--- src/rtl/kicp_mem_arbiter_pkg.sv ---
// kicp_mem_arbiter_pkg: op codes, FSM encodings and the
// default SRAM address width shared by the memory arbiter.
package kicp_mem_arbiter_pkg;

   localparam int KICP_SRAM_AWIDTH = 8;

   localparam logic [1:0] MEM_OP_NONE    = 2'b00;
   localparam logic [1:0] MEM_OP_READ    = 2'b01;
   localparam logic [1:0] MEM_OP_WRITE   = 2'b11;
   localparam logic [1:0] MEM_OP_ILLEGAL = 2'b10;

   localparam logic [1:0] ST_IDLE  = 2'b00;
   localparam logic [1:0] ST_ISSUE = 2'b01;
   localparam logic [1:0] ST_WAIT  = 2'b10;
   localparam logic [1:0] ST_DONE  = 2'b11;

   function automatic logic op_is_req(input logic [1:0] op);
      return (op == MEM_OP_READ) || (op == MEM_OP_WRITE);
   endfunction

endpackage

--- src/rtl/kicp_mem_arbiter_if.sv ---
// kicp_mem_arbiter_if: client-side bus of the arbiter.
// Clients use the master modport, the arbiter the slave one.
interface kicp_mem_arbiter_if
   import kicp_mem_arbiter_pkg::*;
#(
   parameter int NUM_CH = 4,
   parameter int AWIDTH = KICP_SRAM_AWIDTH,
   parameter int DWIDTH = 32
);
   logic [2*NUM_CH-1:0]        ch_op;
   logic [NUM_CH*AWIDTH-1:0]   ch_addr;
   logic [NUM_CH*DWIDTH-1:0]   ch_wdata;
   logic [NUM_CH*DWIDTH/8-1:0] ch_sel;
   logic [NUM_CH-1:0]          ch_done;
   logic [DWIDTH-1:0]          rdata;

   modport master (
      output ch_op, ch_addr, ch_wdata, ch_sel,
      input  ch_done, rdata
   );

   modport slave (
      input  ch_op, ch_addr, ch_wdata, ch_sel,
      output ch_done, rdata
   );
endinterface

--- src/rtl/kicp_rr_select.sv ---
// kicp_rr_select: masked priority encoder. Searches upward
// from last+1 (round-robin) or from 0 (fixed priority).
module kicp_rr_select #(
   parameter int N = 4,
   parameter int W = 2
) (
   input  logic [N-1:0] i_req,
   input  logic [W-1:0] i_last,
   input  logic         i_mode,
   output logic [W-1:0] o_idx,
   output logic         o_valid
);
   logic [W-1:0] w_base;
   logic [N-1:0] w_rot;
   logic [W-1:0] w_off;
   logic [W:0]   w_sum;

   // search origin: slot after the last winner, wrapping at N
   always_comb begin
      w_base = '0;
      if (!i_mode && (i_last != W'(N - 1)))
         w_base = i_last + 1'b1;
   end

   assign w_rot = N'({i_req, i_req} >> w_base);

   // lowest set bit of the rotated request vector
   always_comb begin
      w_off = '0;
      for (int j = N - 1; j >= 0; j--)
         if (w_rot[j]) w_off = W'(j);
   end

   assign w_sum   = {1'b0, w_base} + {1'b0, w_off};
   assign o_idx   = (w_sum >= (W + 1)'(N)) ?
                    W'(w_sum - (W + 1)'(N)) : w_sum[W-1:0];
   assign o_valid = |i_req;
endmodule

--- src/rtl/kicp_mem_arbiter.sv ---
// kicp_mem_arbiter: N-channel arbiter for a single-port SRAM.
// IDLE -> ISSUE -> (WAIT) -> DONE, one transaction at a time.
module kicp_mem_arbiter
   import kicp_mem_arbiter_pkg::*;
#(
   parameter int NUM_CH    = 4,
   parameter int AWIDTH    = KICP_SRAM_AWIDTH,
   parameter int DWIDTH    = 32,
   parameter int PRIO_MODE = 0
) (
   input  logic                      i_clk,
   input  logic                      i_reset,
   kicp_mem_arbiter_if.slave         bus,
   output logic                      o_sram_en,
   output logic [DWIDTH/8-1:0]       o_sram_we,
   output logic [AWIDTH-1:0]         o_sram_addr,
   output logic [DWIDTH-1:0]         o_sram_di,
   input  logic [DWIDTH-1:0]         i_sram_do,
   output logic                      o_busy,
   output logic [$clog2(NUM_CH)-1:0] o_grant_id,
   output logic                      o_err
);
   localparam int GW = $clog2(NUM_CH);
   localparam int SW = DWIDTH / 8;

   logic [1:0]        r_state;
   logic [GW-1:0]     r_gid;
   logic [GW-1:0]     r_last;
   logic              r_wr;
   logic              r_en;
   logic [SW-1:0]     r_we;
   logic [AWIDTH-1:0] r_addr;
   logic [DWIDTH-1:0] r_di;
   logic [DWIDTH-1:0] r_rdata;
   logic [NUM_CH-1:0] r_done;
   logic              r_err;

   logic [NUM_CH-1:0] w_req;
   logic              w_ill;
   logic [GW-1:0]     w_win;
   logic              w_vld;
   logic [1:0]        w_op;
   logic [AWIDTH-1:0] w_addr;
   logic [DWIDTH-1:0] w_wdata;
   logic [SW-1:0]     w_sel;
   logic [NUM_CH-1:0] w_gid_oh;

   // requesters are read/write ops; 10 only raises the error
   always_comb begin
      w_req = '0;
      w_ill = 1'b0;
      for (int i = 0; i < NUM_CH; i++) begin
         w_req[i] = op_is_req(bus.ch_op[2*i +: 2]);
         w_ill    = w_ill |
                    (bus.ch_op[2*i +: 2] == MEM_OP_ILLEGAL);
      end
   end

   kicp_rr_select #(
      .N (NUM_CH),
      .W (GW)
   ) u_sel (
      .i_req   (w_req),
      .i_last  (r_last),
      .i_mode  (PRIO_MODE != 0),
      .o_idx   (w_win),
      .o_valid (w_vld)
   );

   // pick the winning channel's op fields
   always_comb begin
      w_op    = MEM_OP_NONE;
      w_addr  = '0;
      w_wdata = '0;
      w_sel   = '0;
      for (int i = 0; i < NUM_CH; i++) begin
         if (w_win == GW'(i)) begin
            w_op    = bus.ch_op[2*i +: 2];
            w_addr  = bus.ch_addr[AWIDTH*i +: AWIDTH];
            w_wdata = bus.ch_wdata[DWIDTH*i +: DWIDTH];
            w_sel   = bus.ch_sel[SW*i +: SW];
         end
      end
   end

   assign w_gid_oh = NUM_CH'(1) << r_gid;

   // sequencer; SRAM strobes and done are registered here
   always_ff @(posedge i_clk) begin
      if (i_reset) begin
         r_state <= ST_IDLE;
         r_gid   <= '0;
         r_last  <= GW'(NUM_CH - 1);
         r_wr    <= 1'b0;
         r_en    <= 1'b0;
         r_we    <= '0;
         r_addr  <= '0;
         r_di    <= '0;
         r_rdata <= '0;
         r_done  <= '0;
         r_err   <= 1'b0;
      end else begin
         r_en   <= 1'b0;
         r_we   <= '0;
         r_done <= '0;
         unique case (r_state)
            ST_IDLE: begin
               if (w_ill) r_err <= 1'b1;
               if (w_vld) begin
                  r_state <= ST_ISSUE;
                  r_gid   <= w_win;
                  r_wr    <= (w_op == MEM_OP_WRITE);
                  r_addr  <= w_addr;
                  r_di    <= w_wdata;
                  r_en    <= 1'b1;
                  r_we    <= (w_op == MEM_OP_WRITE) ?
                             w_sel : '0;
               end
            end
            ST_ISSUE: begin
               if (r_wr) begin
                  r_state <= ST_DONE;
                  r_done  <= w_gid_oh;
               end else begin
                  r_state <= ST_WAIT;
               end
            end
            ST_WAIT: begin
               r_rdata <= i_sram_do;
               r_state <= ST_DONE;
               r_done  <= w_gid_oh;
            end
            default: begin
               r_state <= ST_IDLE;
               if (PRIO_MODE == 0) r_last <= r_gid;
            end
         endcase
      end
   end

   assign o_sram_en   = r_en;
   assign o_sram_we   = r_we;
   assign o_sram_addr = r_addr;
   assign o_sram_di   = r_di;
   assign o_busy      = (r_state != ST_IDLE);
   assign o_grant_id  = r_gid;
   assign o_err       = r_err;
   assign bus.ch_done = r_done;
   assign bus.rdata   = r_rdata;
endmodule

--- src/flat_wrapper.sv ---
// flat-port wrapper written by rule: the top's interface ports become plain ports
module kicp_mem_arbiter_flat import kicp_mem_arbiter_pkg::*;
#(
   parameter int NUM_CH    = 4,
   parameter int AWIDTH    = KICP_SRAM_AWIDTH,
   parameter int DWIDTH    = 32,
   parameter int PRIO_MODE = 0
)
  (i_clk, i_reset, o_sram_en, o_sram_we, o_sram_addr, o_sram_di, i_sram_do, o_busy, o_grant_id, o_err, bus_ch_op, bus_ch_addr, bus_ch_wdata, bus_ch_sel, bus_ch_done, bus_rdata);
  kicp_mem_arbiter_if #(.NUM_CH(NUM_CH), .AWIDTH(AWIDTH), .DWIDTH(DWIDTH)) bus_i ();
  input  logic i_clk;
  input  logic i_reset;
  output logic o_sram_en;
  output logic [DWIDTH/8-1:0] o_sram_we;
  output logic [AWIDTH-1:0] o_sram_addr;
  output logic [DWIDTH-1:0] o_sram_di;
  input  logic [DWIDTH-1:0] i_sram_do;
  output logic o_busy;
  output logic [$clog2(NUM_CH)-1:0] o_grant_id;
  output logic o_err;
  input wire logic [$bits(bus_i.ch_op)-1:0] bus_ch_op;
  input wire logic [$bits(bus_i.ch_addr)-1:0] bus_ch_addr;
  input wire logic [$bits(bus_i.ch_wdata)-1:0] bus_ch_wdata;
  input wire logic [$bits(bus_i.ch_sel)-1:0] bus_ch_sel;
  output wire logic [$bits(bus_i.ch_done)-1:0] bus_ch_done;
  output wire logic [$bits(bus_i.rdata)-1:0] bus_rdata;
  assign bus_i.ch_op = bus_ch_op;
  assign bus_i.ch_addr = bus_ch_addr;
  assign bus_i.ch_wdata = bus_ch_wdata;
  assign bus_i.ch_sel = bus_ch_sel;
  assign bus_ch_done = bus_i.ch_done;
  assign bus_rdata = bus_i.rdata;
  kicp_mem_arbiter #(.NUM_CH(NUM_CH), .AWIDTH(AWIDTH), .DWIDTH(DWIDTH), .PRIO_MODE(PRIO_MODE)) u_core (.i_clk(i_clk), .i_reset(i_reset), .bus(bus_i), .o_sram_en(o_sram_en), .o_sram_we(o_sram_we), .o_sram_addr(o_sram_addr), .o_sram_di(o_sram_di), .i_sram_do(i_sram_do), .o_busy(o_busy), .o_grant_id(o_grant_id), .o_err(o_err));
endmodule
--- config.mk ---
export PLATFORM = sky130hd
export DESIGN_NAME = kicp_mem_arbiter_flat
export DESIGN_NICKNAME = d
export VERILOG_FILES = /design/src/rtl/kicp_mem_arbiter_pkg.sv /design/src/rtl/kicp_mem_arbiter_if.sv /design/src/rtl/kicp_rr_select.sv /design/src/rtl/kicp_mem_arbiter.sv /design/src/flat_wrapper.sv
export SDC_FILE = /design/constraint.sdc
export NUM_CORES = 1
export LEC_CHECK = 0
export CAP_MARGIN = 5
export CORE_AREA = 2 2 118 120
export CTS_BUF_LIST = sky130_fd_sc_hd__clkbuf_2 sky130_fd_sc_hd__clkbuf_4 sky130_fd_sc_hd__clkbuf_8
export CTS_CLUSTER_DIAMETER = 80
export CTS_CLUSTER_SIZE = 8
export DETAILED_ROUTE_END_ITERATION = 12
export DIE_AREA = 0 0 120 122
export PLACE_DENSITY = 0.8
export SKIP_LAST_GASP = 1
export SYNTH_ARGS = -nofsm -noshare
export SYNTH_HDL_FRONTEND = slang
export SYNTH_SLANG_ARGS = --single-unit
--- constraint.sdc ---
create_clock -name i_clk -period 4.75 [get_ports i_clk]
set_clock_uncertainty 0.15 [all_clocks]
set_input_delay 0.475 -clock i_clk [delete_from_list [all_inputs] [get_ports i_clk]]
set_output_delay 0.475 -clock i_clk [all_outputs]
set_load 0.02 [all_outputs]
==> Word level (Yosys, flattened, before mapping) <==
Cells that the tools add are included.
{ "totals": {"wordCells": 84, "output_inout_bits": 85, "regBits": 89, "input_bits": 218} }
{ "op_classes": {"order_cmp": 1, "eq_ne": 20, "shifts": 2, "n_bitwise": 6, "addsub": 3, "reduce_logical": 13, "mux": 28} }
{ "ops": {"columns": ["op", "count"], "rows": [
  ["$mux 32", 4],
  ["$mux 8", 4],
  ["$eq 2x2->1 const B", 12],
  ["$mux 2", 11],
  ["$mux 4", 5],
  ["$eq 2x1->1 const B", 6],
  ["$pmux 4 s2", 1],
  ["$reduce_or 4->1", 2],
  ["$shr 8x2->4", 1],
  ["$pmux 2 s3", 1],
  ["$logic_not 2->1", 2],
  ["$logic_or 1x1->1", 4],
  ["$ne 2x2->1 const B", 2],
  ["$reduce_and 2->1", 2],
  ["$shl 1x2->4 const A", 1],
  ["$add 2x2->3", 1],
  ["$ge 3x3->1 const B", 1],
  ["$not 1->1", 3],
  ["$or 1x1->1", 3],
  ["$reduce_or 3->1", 1],
  ["$add 2x1->2 const B", 1],
  ["$mux 1", 2],
  ["$reduce_bool 2->1", 1],
  ["$reduce_or 2->1", 1],
  ["$sub 2x1->2 const B", 1]
]} }

==> Logic depth before layout (Yosys ltp) <==
Gate-level depths: netlist (run 1).
{ "logic_depth": {"depth_word": 18, "mapped_depth": 14, "ltp_nobuf": 12} }

==> Cells and area by module <==
Synthesis (run 1) repeated with hierarchy kept, for this count alone.
{ "hier_totals": {"hier_cells": 346, "hier_area_um2": 4226.6} }
{ "modules_own_cells": {"columns": ["module", "seq_area_each_um2", "cells_each", "n_inst", "area_per_inst_um2"], "rows": [
  ["kicp_mem_arbiter", 1781.7, 329, 1, 4095.2],
  ["kicp_rr_select", 0.0, 17, 1, 131.4]
]} }

==> Least setup slack after synthesis (run 1) <==
OpenSTA, ideal clock, no wires.
{ "synth_timing": {"kind": "flip-flop to flip-flop", "from": "reg u_core.r_last[0]", "to": "reg u_core.r_we[0] (netlist: u_core.o_sram_we[0])", "stages_incl_launch_ff": 12, "required_ns": 4.524, "t_arrival_ns": 2.518, "period_less_slack_ns": 2.744, "path_slack_ns": 2.006, "setup_time_ns": 0.076, "n_path_buf": 1, "path_cell_list": "dfxtp_1 ha_1 o21ai_0 a21oi_1 nor3_1 a21oi_1 ha_1 clkbuf_1 mux4_2 mux2i_1 nand3b_1 o22ai_1"} }
{ "synth_between": {"elab_chain_cells": 18, "word_cells_on_any_way": 27, "classes_between": "add/sub: 3; order compare: 1; eq/ne: 5; shift: 1; mux: 14; bitwise: 1; reduce/logical: 2"} }
{ "synth_rtl": {"columns": ["element", "line_no", "text"], "rows": [
  ["start, declared", "kicp_mem_arbiter.sv:28", "logic [GW-1:0] r_last;"],
  ["start signal, assigned", "kicp_mem_arbiter.sv:93", "r_last <= GW'(NUM_CH - 1);"],
  ["start signal, assigned", "kicp_mem_arbiter.sv:135", "if (PRIO_MODE == 0) r_last <= r_gid;"],
  ["$add 2x1->2 / $ne 2x2->1 (equally long branches)", "kicp_rr_select.sv:22, kicp_rr_select.sv:21", null],
  ["$mux 2 *", "kicp_rr_select.sv:21", "if (!i_mode && (i_last != W'(N - 1)))"],
  ["$shr 8x2->4", "kicp_rr_select.sv:25", "assign w_rot = N'({i_req, i_req} >> w_base);"],
  ["$mux 2 (4 in a row)", "kicp_rr_select.sv:31", "if (w_rot[j]) w_off = W'(j);"],
  ["$add 2x2->3 *", "kicp_rr_select.sv:34", "assign w_sum = {1'b0, w_base} + {1'b0, w_off};"],
  ["$ge 3x3->1 / $sub 2x1->2 (equally long branches)", "kicp_rr_select.sv:35, kicp_rr_select.sv:36", null],
  ["$mux 2 *", "kicp_rr_select.sv:35", "assign o_idx = (w_sum >= (W + 1)'(N)) ?"],
  ["via u_core.u_sel.o_idx[0]", "kicp_rr_select.sv:10", "output logic [W-1:0] o_idx,"],
  ["$logic_not 2->1", "kicp_mem_arbiter.sv:77", "if (w_win == GW'(i)) begin"],
  ["$mux 2 (4 in a row)", "kicp_mem_arbiter.sv:77", null],
  ["$eq 2x2->1", "kicp_mem_arbiter.sv:116", "r_we <= (w_op == MEM_OP_WRITE) ?"],
  ["$not 1->1 (no source line)", null, null],
  ["$reduce_or 4->1 (no source line)", null, null],
  ["end signal, assigned", "kicp_mem_arbiter.sv:116", null],
  ["end, declared", "kicp_mem_arbiter.sv:31", "logic [SW-1:0] r_we;"]
]} }
The timed path passes the listed nets; every way through them passes the cells marked *.
A chain may end at the register's enable or synchronous reset.

==> Worst setup path in the final report (run 1) <==
{ "layout_timing": {"from": "in bus_ch_op[0]", "to": "reg u_core.r_di[15] (netlist: u_core.o_sram_di[15])"} }
{ "layout_between": {"elab_chain_cells": 15, "word_cells_on_any_way": 22, "classes_between": "add/sub: 2; order compare: 1; eq/ne: 5; shift: 1; mux: 9; reduce/logical: 4"} }
{ "layout_rtl": {"columns": ["element", "line_no", "text"], "rows": [
  ["start, declared", "flat_wrapper.sv:21", "input wire logic [$bits(bus_i.ch_op)-1:0] bus_ch_op;"],
  ["$eq 2x1->1 / $eq 2x2->1 (equally long branches)", "kicp_mem_arbiter_pkg.sv:18", "return (op == MEM_OP_READ) || (op == MEM_OP_WRITE);"],
  ["$logic_or 1x1->1 *", "kicp_mem_arbiter_pkg.sv:18", null],
  ["$shr 8x2->4 *", "kicp_rr_select.sv:25", null],
  ["$mux 2 (3 in a row)", "kicp_rr_select.sv:31", null],
  ["$mux 2 *", "kicp_rr_select.sv:31", null],
  ["$add 2x2->3 *", "kicp_rr_select.sv:34", null],
  ["$ge 3x3->1 / $sub 2x1->2 (equally long branches)", "kicp_rr_select.sv:35, kicp_rr_select.sv:36", null],
  ["$mux 2 *", "kicp_rr_select.sv:35", null],
  ["via u_core.u_sel.o_idx[0]", "kicp_rr_select.sv:10", null],
  ["$logic_not 2->1", "kicp_mem_arbiter.sv:77", null],
  ["$mux 32 (3 in a row)", "kicp_mem_arbiter.sv:77", null],
  ["$mux 32 *", "kicp_mem_arbiter.sv:77", null],
  ["end signal, assigned", "kicp_mem_arbiter.sv:114", "r_di <= w_wdata;"],
  ["end, declared", "kicp_mem_arbiter.sv:33", "logic [DWIDTH-1:0] r_di;"]
]} }
Marked as above.

==> results.toml, run 1 <==
[finish]
fin_nets = 1039
multi_input_area_sq_mm = 0.002624
num-fill-cells = 1188
drive_above_1_share_pct = 5.122
layout_commonest_cell = "clkdlybuf4s50_1"
ff_latch_area_sq_mm = 0.001782
antenna_cells = 0
syn_to_final_growth_pct = 71.14
utilization_pct = 59.11
final_area_sq_mm = 0.007983
mostFrequentLayoutCells = "clkdlybuf4s50_1, dfxtp_1, nand2_1"

[power]
peakVddDrop_mv = 0.2304
switching_share_pct = 41.39
combPwrFrac_pct = 54.0
p_sw_mw = 1.503
power_frac_seq_pct = 30.9
cellPowerDensity_mw_per_mm2 = 454.8
p_leak_nw = 2.780
p_int_mw = 2.128
power.clock.fraction_pct = 15.2

[global_route]
antenna_found_initial = 0
grt_max_degree = 77
grt_overflow = 0
grt_pass1_vias = 4745
grt_use_total_pct = 21.77
grt_pass1_wl_mm = 24.96

[yosys]
yosys.area_share.adder_pct = 1.609
synth_top_family_by_area = "compound AO/OA/AOI/OAI gates"
yosysWarnings = 0
synth_xor_area_share_pct = 0
synth-simple-area-share_pct = 14.19
synthMuxAreaShare_pct = 18.13
ys_ff_latch = 89
syn_inst = 540
yosysSeqAreaShare_pct = 38.20
ys_types = 47
synth_nets = 764
synth_compound_area_share_pct = 21.78
syn_area_per_cell_sq_um = 8.638
netlist_area_sq_mm = 0.004664

[timing]
whs_ns = 0.3316
slew_viol_final = 0
setup_viol_count_final = 0
clock.fmax_mhz = 311.0
post-route-min-period_ns = 3.216
worst_pin_slew_ns = 1.025
min_period_over_period_pct = 67.70
grt_setup_unrepaired = "false"
slew_headroom_pct = 31.66
finalSetupTns_ns = 0
hold_viol_final = 0
setup_slack_ns = 1.534

[outcome]
status = "finished, final reports clean"

[floorplan]
die_y_um = 122
placementRows = 43
io-pin-count = 303
fp.dieW_um = 120
dieArea_sq_mm = 0.01464
start_util_pct = 34.54
coreArea_sq_mm = 0.01350

[cts]
clock_sinks = 89
cts.htree.levels = 3
cts_hold_buf = 0
cts_post_setup_buffers_inserted = 0
cts-root-buf = "clkbuf_8"
cts.clk_slew.worst_paths_ns = 0.11
cts-buffers-inserted = 9
cts.path.max_buffers = 2
cts_resized = 0
tritoncts = "done"
clkLatencyLatePin_ns = 0.38

[hold_path]
hold_class = "flip-flop to flip-flop"

[flow_run]
maxCapViolations = 0

[placement]
pre_cts_slack_ns = 1.158
gp_congestion = 0.8541
place_area_sq_mm = 0.007780
io_buffers = 302
dpl.hpwl_mm = 12.60

[drt]
ant_nets = 0
drc = 0
detail_route.wl_per_cell_um = 16.83
first_pass_iters = 5
first_iter_violations = 318
wl_mm = 16.83
vias = 5114
viasPerCell = 5.114

[worst_setup_path]
max_stage_delay_ns = 0.62
end_kind = "flip-flop"
cp_max_fo = 76
crit_family = "buffers and inverters"
start_kind = "input port"
worstSetupPathType = "input port to flip-flop"
crit_chain = "clkdlybuf4s50_1 > inv_1 > o21ai_0 > a21oi_1 > nor3_1 > a21oi_1 > ha_1 > nor3b_2 > buf_12 > nand2_1 > a21oi_1 > a31oi_1 > o211ai_1"
cp_common_cell = "a21oi_1"
cp_slowest_cell = "clkdlybuf4s50_1"
crit_buf_inv = 3
worstPathArrival_ns = 3.38
required_ns = 4.91
synthesized netlist by cell type, drive strengths merged:
cell type  number  area, sq um
a21boi          2        15.01
nand4           1        6.260
mux2i          80        800.8
or3b            1        8.760
and2            1        6.260
nand3b          1        7.510
a211oi          1        12.51
o211ai         39        297.8
o22ai           4        25.02
nand3           4        20.02
or2             2        15.02
a21oi          47        235.2
a211o           2        17.52
or3             2        12.51
a2bb2oi         2        17.52
a31oi          38        237.7
nor3b           3        22.52
a22oi           1        7.510
nor2           45        176.4
buf            28        178.9
inv             9        33.78
o21ba           1        10.01
o32ai           3        45.05
o221ai          1        8.760
nand2b          2        12.51
nor3            6        30.03
nand2          86        325.3
o22a            1        10.01
ha              6        75.07
o41ai           1        27.53
and3            1        6.260
nor2b           2        12.51
o21bai          1        7.510
mux4            2        45.04
dfxtp          89         1782
o21ai           5        25.02
clkbuf         19        71.32
a32oi           1        16.27
metrics by stage:
step | power [mW] | instances
2_1_floorplan | 2.246 | 540
3_3_place_gp | 3.071 | 984
3_5_place_dp | 3.095 | 984
4_1_cts | 3.655 | 1000
5_1_grt | 3.833 | 1000
6_report | 3.630 | 1000
worst reg2reg max path: stages, from the launching register on:
cell	delay (ns)
dfxtp_1	0.37
ha_1	0.47
nand2_1	0.09
a21oi_1	0.15
nor2_1	0.05
a21oi_1	0.12
a21oi_1	0.08
ha_1	0.55
nor3b_2	0.32
buf_12	0.31
nand2_1	0.16
a21oi_1	0.16
a31oi_1	0.07
o211ai_1	0.10
registers in the layout, indices dropped and copies added (netlist names):
register	count
u_core.o_sram_en	1
u_core.o_err	1
u_core.bus.rdata	32
u_core.o_sram_di	32
u_core.o_sram_we	4
u_core.r_state	2
u_core.r_wr	1
u_core.bus.ch_done	4
u_core.o_grant_id	2
u_core.r_last	2
u_core.o_sram_addr	8
metal layers:
layer  up-vias  wire, um  global-route usage, %
li1       2501         -                      -
met1      2331      6811                  26.89
met2       243      8316                  36.08
met3        39      1247                  4.869
met4         0       460                  10.22
met5         -         0                      0
cell type report:
type | instances | share of cell area [%]
inverter | 9 | 0.4232
tap | 180 | 2.821
multi-input combinational | 395 | 32.87
sequential | 89 | 22.32
clock buffer | 9 | 1.552
clock inverter | 7 | 0.9875
timing repair buffer | 311 | 39.03
path summary, 6_finish.rpt:
path / start / to / slack [ns] / cells past startpoint
worst max-delay path: bus_ch_op[0] / u_core.o_sram_di[15]$_SDFFE_PP0P_ / 1.53 / 13
worst min-delay path: u_core.o_err$_SDFFE_PP0P_ / u_core.o_err$_SDFFE_PP0P_ / 0.33 / 2
worst min register to register: u_core.o_err$_SDFFE_PP0P_ / u_core.o_err$_SDFFE_PP0P_ / 0.33 / 2
worst max register to register: u_core.r_last[0]$_SDFFE_PP1N_ / u_core.o_sram_di[15]$_SDFFE_PP0P_ / 1.54 / 13
logic make-up (layout without fill, tap and decap cells):
kind of cell / count (synthesis) / in the layout
multiplexers: 82 / 82
flip-flops: 89 / 89
buffers and inverters: 56 / 336
AO/OA/AOI/OAI: 150 / 150
AND/OR/NAND/NOR: 157 / 157
adder cells (fa/ha/maj): 6 / 6
power by group through the flow:
stage / Combinational (mW) / Sequential, mW / Clock, mW
2_1_floorplan: 0.855 / 1.39 / 0
4_1_cts: 1.97 / 1.12 / 0.567
3_5_place_dp: 1.96 / 1.13 / 0
5_1_grt: 2.09 / 1.15 / 0.593
6_report: 1.96 / 1.12 / 0.550
3_3_place_gp: 1.94 / 1.13 / 0
No activity file was read; power rests on OpenSTA's default activity.
==> inputs of run 2 (changes only) <==
- CORE_AREA: 2 2 118 120 -> unset
- CORE_MARGIN: unset -> 2
- CORE_UTILIZATION: unset -> 34
- DIE_AREA: 0 0 120 122 -> unset
- PLACE_DENSITY: 0.8 -> 0.81
- clock period: 4.75 -> 2.7 ns (I/O delays scaled with it)
==> results.toml, run 2 (synthesis results as in run 1) <==
[cts]
clock_sinks = 89
tritoncts = "done"
clkLatencyLatePin_ns = 0.36
cts_hold_buf = 0
cts.htree.levels = 3
cts.path.max_buffers = 2
cts-root-buf = "clkbuf_8"
cts.clk_slew.worst_paths_ns = 0.09
cts-buffers-inserted = 9

[floorplan]
die_y_um = 121.1
io-pin-count = 303
start_util_pct = 35.08
dieArea_sq_mm = 0.01467
fp.dieW_um = 121.1
coreArea_sq_mm = 0.01330
placementRows = 42

[finish]
fin_nets = 1070
ff_latch_area_sq_mm = 0.001784
mostFrequentLayoutCells = "clkdlybuf4s50_1, dfxtp_1, nand2_1"
final_cells = 1027
layout_commonest_cell = "clkdlybuf4s50_1"
drive_above_1_share_pct = 10.58
antenna_cells = 0
multi_input_area_sq_mm = 0.002703
final_area_sq_mm = 0.008431
num-fill-cells = 1142
syn_to_final_growth_pct = 80.74

[global_route]
grt_overflow = 0
met1_usage_pct = 26.37
top_usage_layer = "met2"
grt_max_degree = 45
grt_pass1_wl_mm = 26.34
met2_usage_pct = 39.57
antenna_found_initial = 0
grt_use_total_pct = 22.85
grt_pass1_vias = 5100
use_met3_pct = 6.673

[power]
power_frac_seq_pct = 29.0
peakVddDrop_mv = 0.4157
cellPowerDensity_mw_per_mm2 = 803.7
p_leak_nw = 2.991
p_sw_mw = 2.692
p_total_mw = 6.776
p_int_mw = 4.084
switching_share_pct = 39.73
power.clock.fraction_pct = 14.9
combPwrFrac_pct = 56.2

[timing]
grt_setup_unrepaired = "true"
clock.fmax_mhz = 367.2
worst_pin_slew_ns = 0.9468
hold_viol_final = 0
setup_viol_count_final = 1
post-route-min-period_ns = 2.723
slew_headroom_pct = 36.73
slew_viol_final = 0
whs_ns = 0.1395
min_period_over_period_pct = 100.9
setup_slack_ns = -0.02346

[worst_setup_path]
start_kind = "flip-flop"
r2r-end = "u_core.o_sram_we[2]$_SDFF_PP0_"
required_ns = 2.83
cp_max_fo = 4
cp-startpoint = "u_core.r_last[1]$_SDFFE_PP1N_"
ff2ff_path_depth = 12
worstPathArrival_ns = 2.85
end_kind = "flip-flop"
critical_path.endpoint = "u_core.o_sram_we[2]$_SDFF_PP0_"
worstSetupPathType = "flip-flop to flip-flop"
r2r-start = "u_core.r_last[1]$_SDFFE_PP1N_"
rrSetupSlack_ns = -0.02

[drt]
first_pass_iters = 4
viasPerCell = 5.065
ant_nets = 0
detail_route.wl_per_cell_um = 17.05
first_iter_violations = 315
wl_mm = 17.51
drc = 0
vias = 5202

[placement]
dp_cells = 1007
io_buffers = 302
gp_congestion = 0.8309
pre_cts_slack_ns = -0.3747
place_area_sq_mm = 0.008073
dpl.hpwl_mm = 13.17

[outcome]
violations = "setup timing"
status = "finished with violations"

[hold_path]
worstHoldPathCells = 2
hold_class = "input port to flip-flop"

[flow_run]
maxCapViolations = 0
==> run 2: worst min-delay path by stage <==
stage	startpoint	slack, ns	end
floorplan	i_sram_do[0]	0.27	u_core.bus.rdata[0]$_SDFFE_PP0P_
global placement	u_core.o_err$_SDFFE_PP0P_	0.30	u_core.o_err$_SDFFE_PP0P_
detailed placement	u_core.o_sram_di[0]$_SDFFE_PP0P_	0.32	u_core.o_sram_di[0]$_SDFFE_PP0P_
CTS	i_reset	0.08	u_core.o_sram_en$_SDFF_PP0_
global route	i_reset	0.13	u_core.o_sram_en$_SDFF_PP0_
finish	i_reset	0.14	u_core.o_sram_en$_SDFF_PP0_
==> run 2: critical path, stage by stage (launching register included) <==
cell      delay [ns]
dfxtp_2         0.35
ha_4            0.29
nand2_2         0.06
a21oi_2         0.13
nor2_1          0.05
a21oi_1         0.12
a21oi_1         0.10
ha_2            0.21
inv_2           0.08
mux4_2          0.52
mux2i_4         0.19
nand3b_1        0.18
o22ai_1         0.23
==> run 2: power by group through the flow <==
stage | logic [mW] | clock network, mW | registers [mW]
2_1_floorplan | 1.50 | 0 | 2.45
3_3_place_gp | 3.63 | 0 | 1.97
3_5_place_dp | 3.68 | 0 | 1.98
4_1_cts | 3.72 | 1.03 | 1.96
5_1_grt | 4.04 | 1.09 | 2.01
6_report | 3.81 | 1.01 | 1.96
==> run 2: through the flow <==
step	util [%]	TNS (ns)
after detailed placement	60.72	-9.644
after global routing	63.41	-1.026
after global placement	60.72	-7.329
after CTS	62.63	0
after floorplan	-	0
final	63.41	-0.02346
==> run 2: timing repair <==
action | in CTS | in global routing
pin swaps | 4 | 9
resized for setup | 7 | 18
endpoints found under the setup margin | 13 | 45
setup buffers | 2 | 1
gates cloned | 0 | 1
==> run 2: area by class of cell <==
class	count	share of cell area [%]
inverters	9	0.4007
repair buffers	342	41.23
clock inverters	6	0.9053
multi-input cells	395	32.06
well taps	176	2.612
flip-flops and latches	89	21.16
clock buffers	10	1.633
==> run 2: routing by layer <==
metal	routed length, um	vias to the layer above
met2	8728	207
met1	6792	2400
met3	1401	37
met5	0	-
met4	584	0
li1	-	2558
==> inputs of run 3 (changes only) <==
- REMOVE_ABC_BUFFERS: unset -> 1
==> results.toml, run 3 (synthesis results as in run 1) <==
[cts]
cts-buffers-inserted = 9
cts_hold_buf = 0
cts.htree.levels = 3
cts-root-buf = "clkbuf_8"
clkLatencyLatePin_ns = 0.38
cts.clk_slew.worst_paths_ns = 0.10
clock_sinks = 89
cts.path.max_buffers = 2
tritoncts = "done"

[floorplan]
start_util_pct = 35.08
dieArea_sq_mm = 0.01467
fp.dieW_um = 121.1
placementRows = 42
io-pin-count = 303
coreArea_sq_mm = 0.01330
die_y_um = 121.1

[power]
p_leak_nw = 3.044
p_total_mw = 6.808
cellPowerDensity_mw_per_mm2 = 798.8
peakVddDrop_mv = 0.3224

[timing]
clock.fmax_mhz = 367.6
hold_viol_final = 0
grt_setup_unrepaired = "true"
min_period_over_period_pct = 100.7
whs_ns = 0.1699
slew_headroom_pct = 33.92
post-route-min-period_ns = 2.720
slew_viol_final = 0
worst_pin_slew_ns = 0.9889
setup_viol_count_final = 4
setup_slack_ns = -0.02007

[finish]
fin_nets = 1080
utilization_pct = 64.11
layout_commonest_cell = "clkdlybuf4s50_1"
mostFrequentLayoutCells = "clkdlybuf4s50_1, dfxtp_1, nand2_1"
syn_to_final_growth_pct = 82.73
drive_above_1_share_pct = 11.96
antenna_cells = 0

[worst_setup_path]
r2r-end = "u_core.o_sram_we[2]$_SDFF_PP0_"
ff2ff_path_depth = 11
worstPathArrival_ns = 2.88
max_stage_delay_ns = 0.51
start_kind = "flip-flop"
crit_chain = "ha_4 > o21ai_2 > a21oi_1 > nor3_2 > a21oi_1 > ha_2 > buf_6 > mux4_2 > mux2i_4 > nand3b_1 > o22ai_1"
cp_slowest_cell = "mux4_2"
rrSetupSlack_ns = -0.02
end_kind = "flip-flop"
required_ns = 2.86
worstSetupPathType = "flip-flop to flip-flop"
cp_common_cell = "a21oi_1"
r2r-start = "u_core.r_last[0]$_SDFFE_PP1N_"
cp_max_fo = 4

[placement]
dpl.hpwl_mm = 13.13
gp_congestion = 0.9069
pre_cts_slack_ns = -0.3914
io_buffers = 302

[hold_path]
hold_class = "input port to flip-flop"
holdPathEnd = "u_core.bus.rdata[7]$_SDFFE_PP0P_"
hp-start = "i_reset"
worstHoldPathCells = 2

[drt]
first_iter_violations = 225
first_pass_iters = 4
ant_nets = 0
drc = 0
detail_route.wl_per_cell_um = 16.75
vias = 5172
viasPerCell = 4.987
wl_mm = 17.37

[global_route]
grt_overflow = 0
grt_use_total_pct = 22.35
grt_pass1_vias = 4994
antenna_found_initial = 1
grt_pass1_wl_mm = 25.46
grt_max_degree = 47

[outcome]
violations = "setup timing"
status = "finished with violations"

[flow_run]
maxCapViolations = 0
run 3: cell types whose count changed in the layout (fill, tap and decap cells not counted), sizes merged:
| cell | delta |
|---|---|
| buf | +8 |
| clkbuf | +1 |
| clkinvlp | +1 |
run 3: cell type report:
class	count	area, sq um
clock buffer	9	123.9
clock inverter	7	83.83
fill	1116	4772
inverter	9	33.78
multi-input combinational	395	2726
sequential	89	1784
tap	176	220.2
timing repair buffer	352	3551
run 3: layer usage:
layer / track usage, % / routed length (um) / up-vias
met4: 8.836 / 425 / 0
met2: 39.33 / 8764 / 212
met3: 6.626 / 1465 / 26
li1: - / - / 2589
met5: 0 / 0 / -
met1: 25.28 / 6714 / 2345
run 3: worst max-delay path, delay by kind of cell (launching register included):
family          cells  cell delay, ns
flops               1            0.35
mux                 2            0.69
buf+inv             1            0.11
simple gates        2            0.24
fa+ha+maj           2            0.52
compound gates      4            0.59
run 3: report_power, final:
part	total, mW	internal [mW]	switching [mW]
logic	3.84	1.92	1.92
clock network	1.00	0.448	0.553
registers	1.97	1.74	0.237
total	6.81	4.10	2.71
run 3: stage by stage:
stage	cell area (sq um)	std cells	TNS, ns
2_1_floorplan	4414	493	-151.67
3_3_place_gp	8060	1012	-7.430
3_5_place_dp	8060	1012	-12.41
4_1_cts	8297	1028	0
5_1_grt	8523	1037	-1.505
6_report	8523	1037	-0.06027
run 3: timing repair:
item / CTS / global route
gates cloned: 0 / 4
pin swaps: 6 / 9
resized for setup: 6 / 30
buffers inserted: 0 / 5
setup endpoints to repair: 29 / 45
run 3: how the worst max path moves through the flow:
stage | end | startpoint | slack [ns] | depth (start not counted)
CTS | u_core.o_sram_di[21]$_SDFFE_PP0P_ | u_core.r_last[0]$_SDFFE_PP1N_ | 0.003 | 14
detailed placement | u_core.o_sram_we[1]$_SDFF_PP0_ | bus_ch_op[0] | -0.39 | 13
finish | u_core.o_sram_we[2]$_SDFF_PP0_ | u_core.r_last[0]$_SDFFE_PP1N_ | -0.02 | 11
global placement | u_core.o_sram_we[2]$_SDFF_PP0_ | bus_ch_op[6] | -0.26 | 12
floorplan | u_core.o_sram_addr[0]$_SDFFE_PP0P_ | u_core.r_last[0]$_SDFFE_PP1N_ | -3.84 | 11
global route | u_core.o_sram_we[0]$_SDFF_PP0_ | u_core.r_last[0]$_SDFFE_PP1N_ | -0.16 | 11
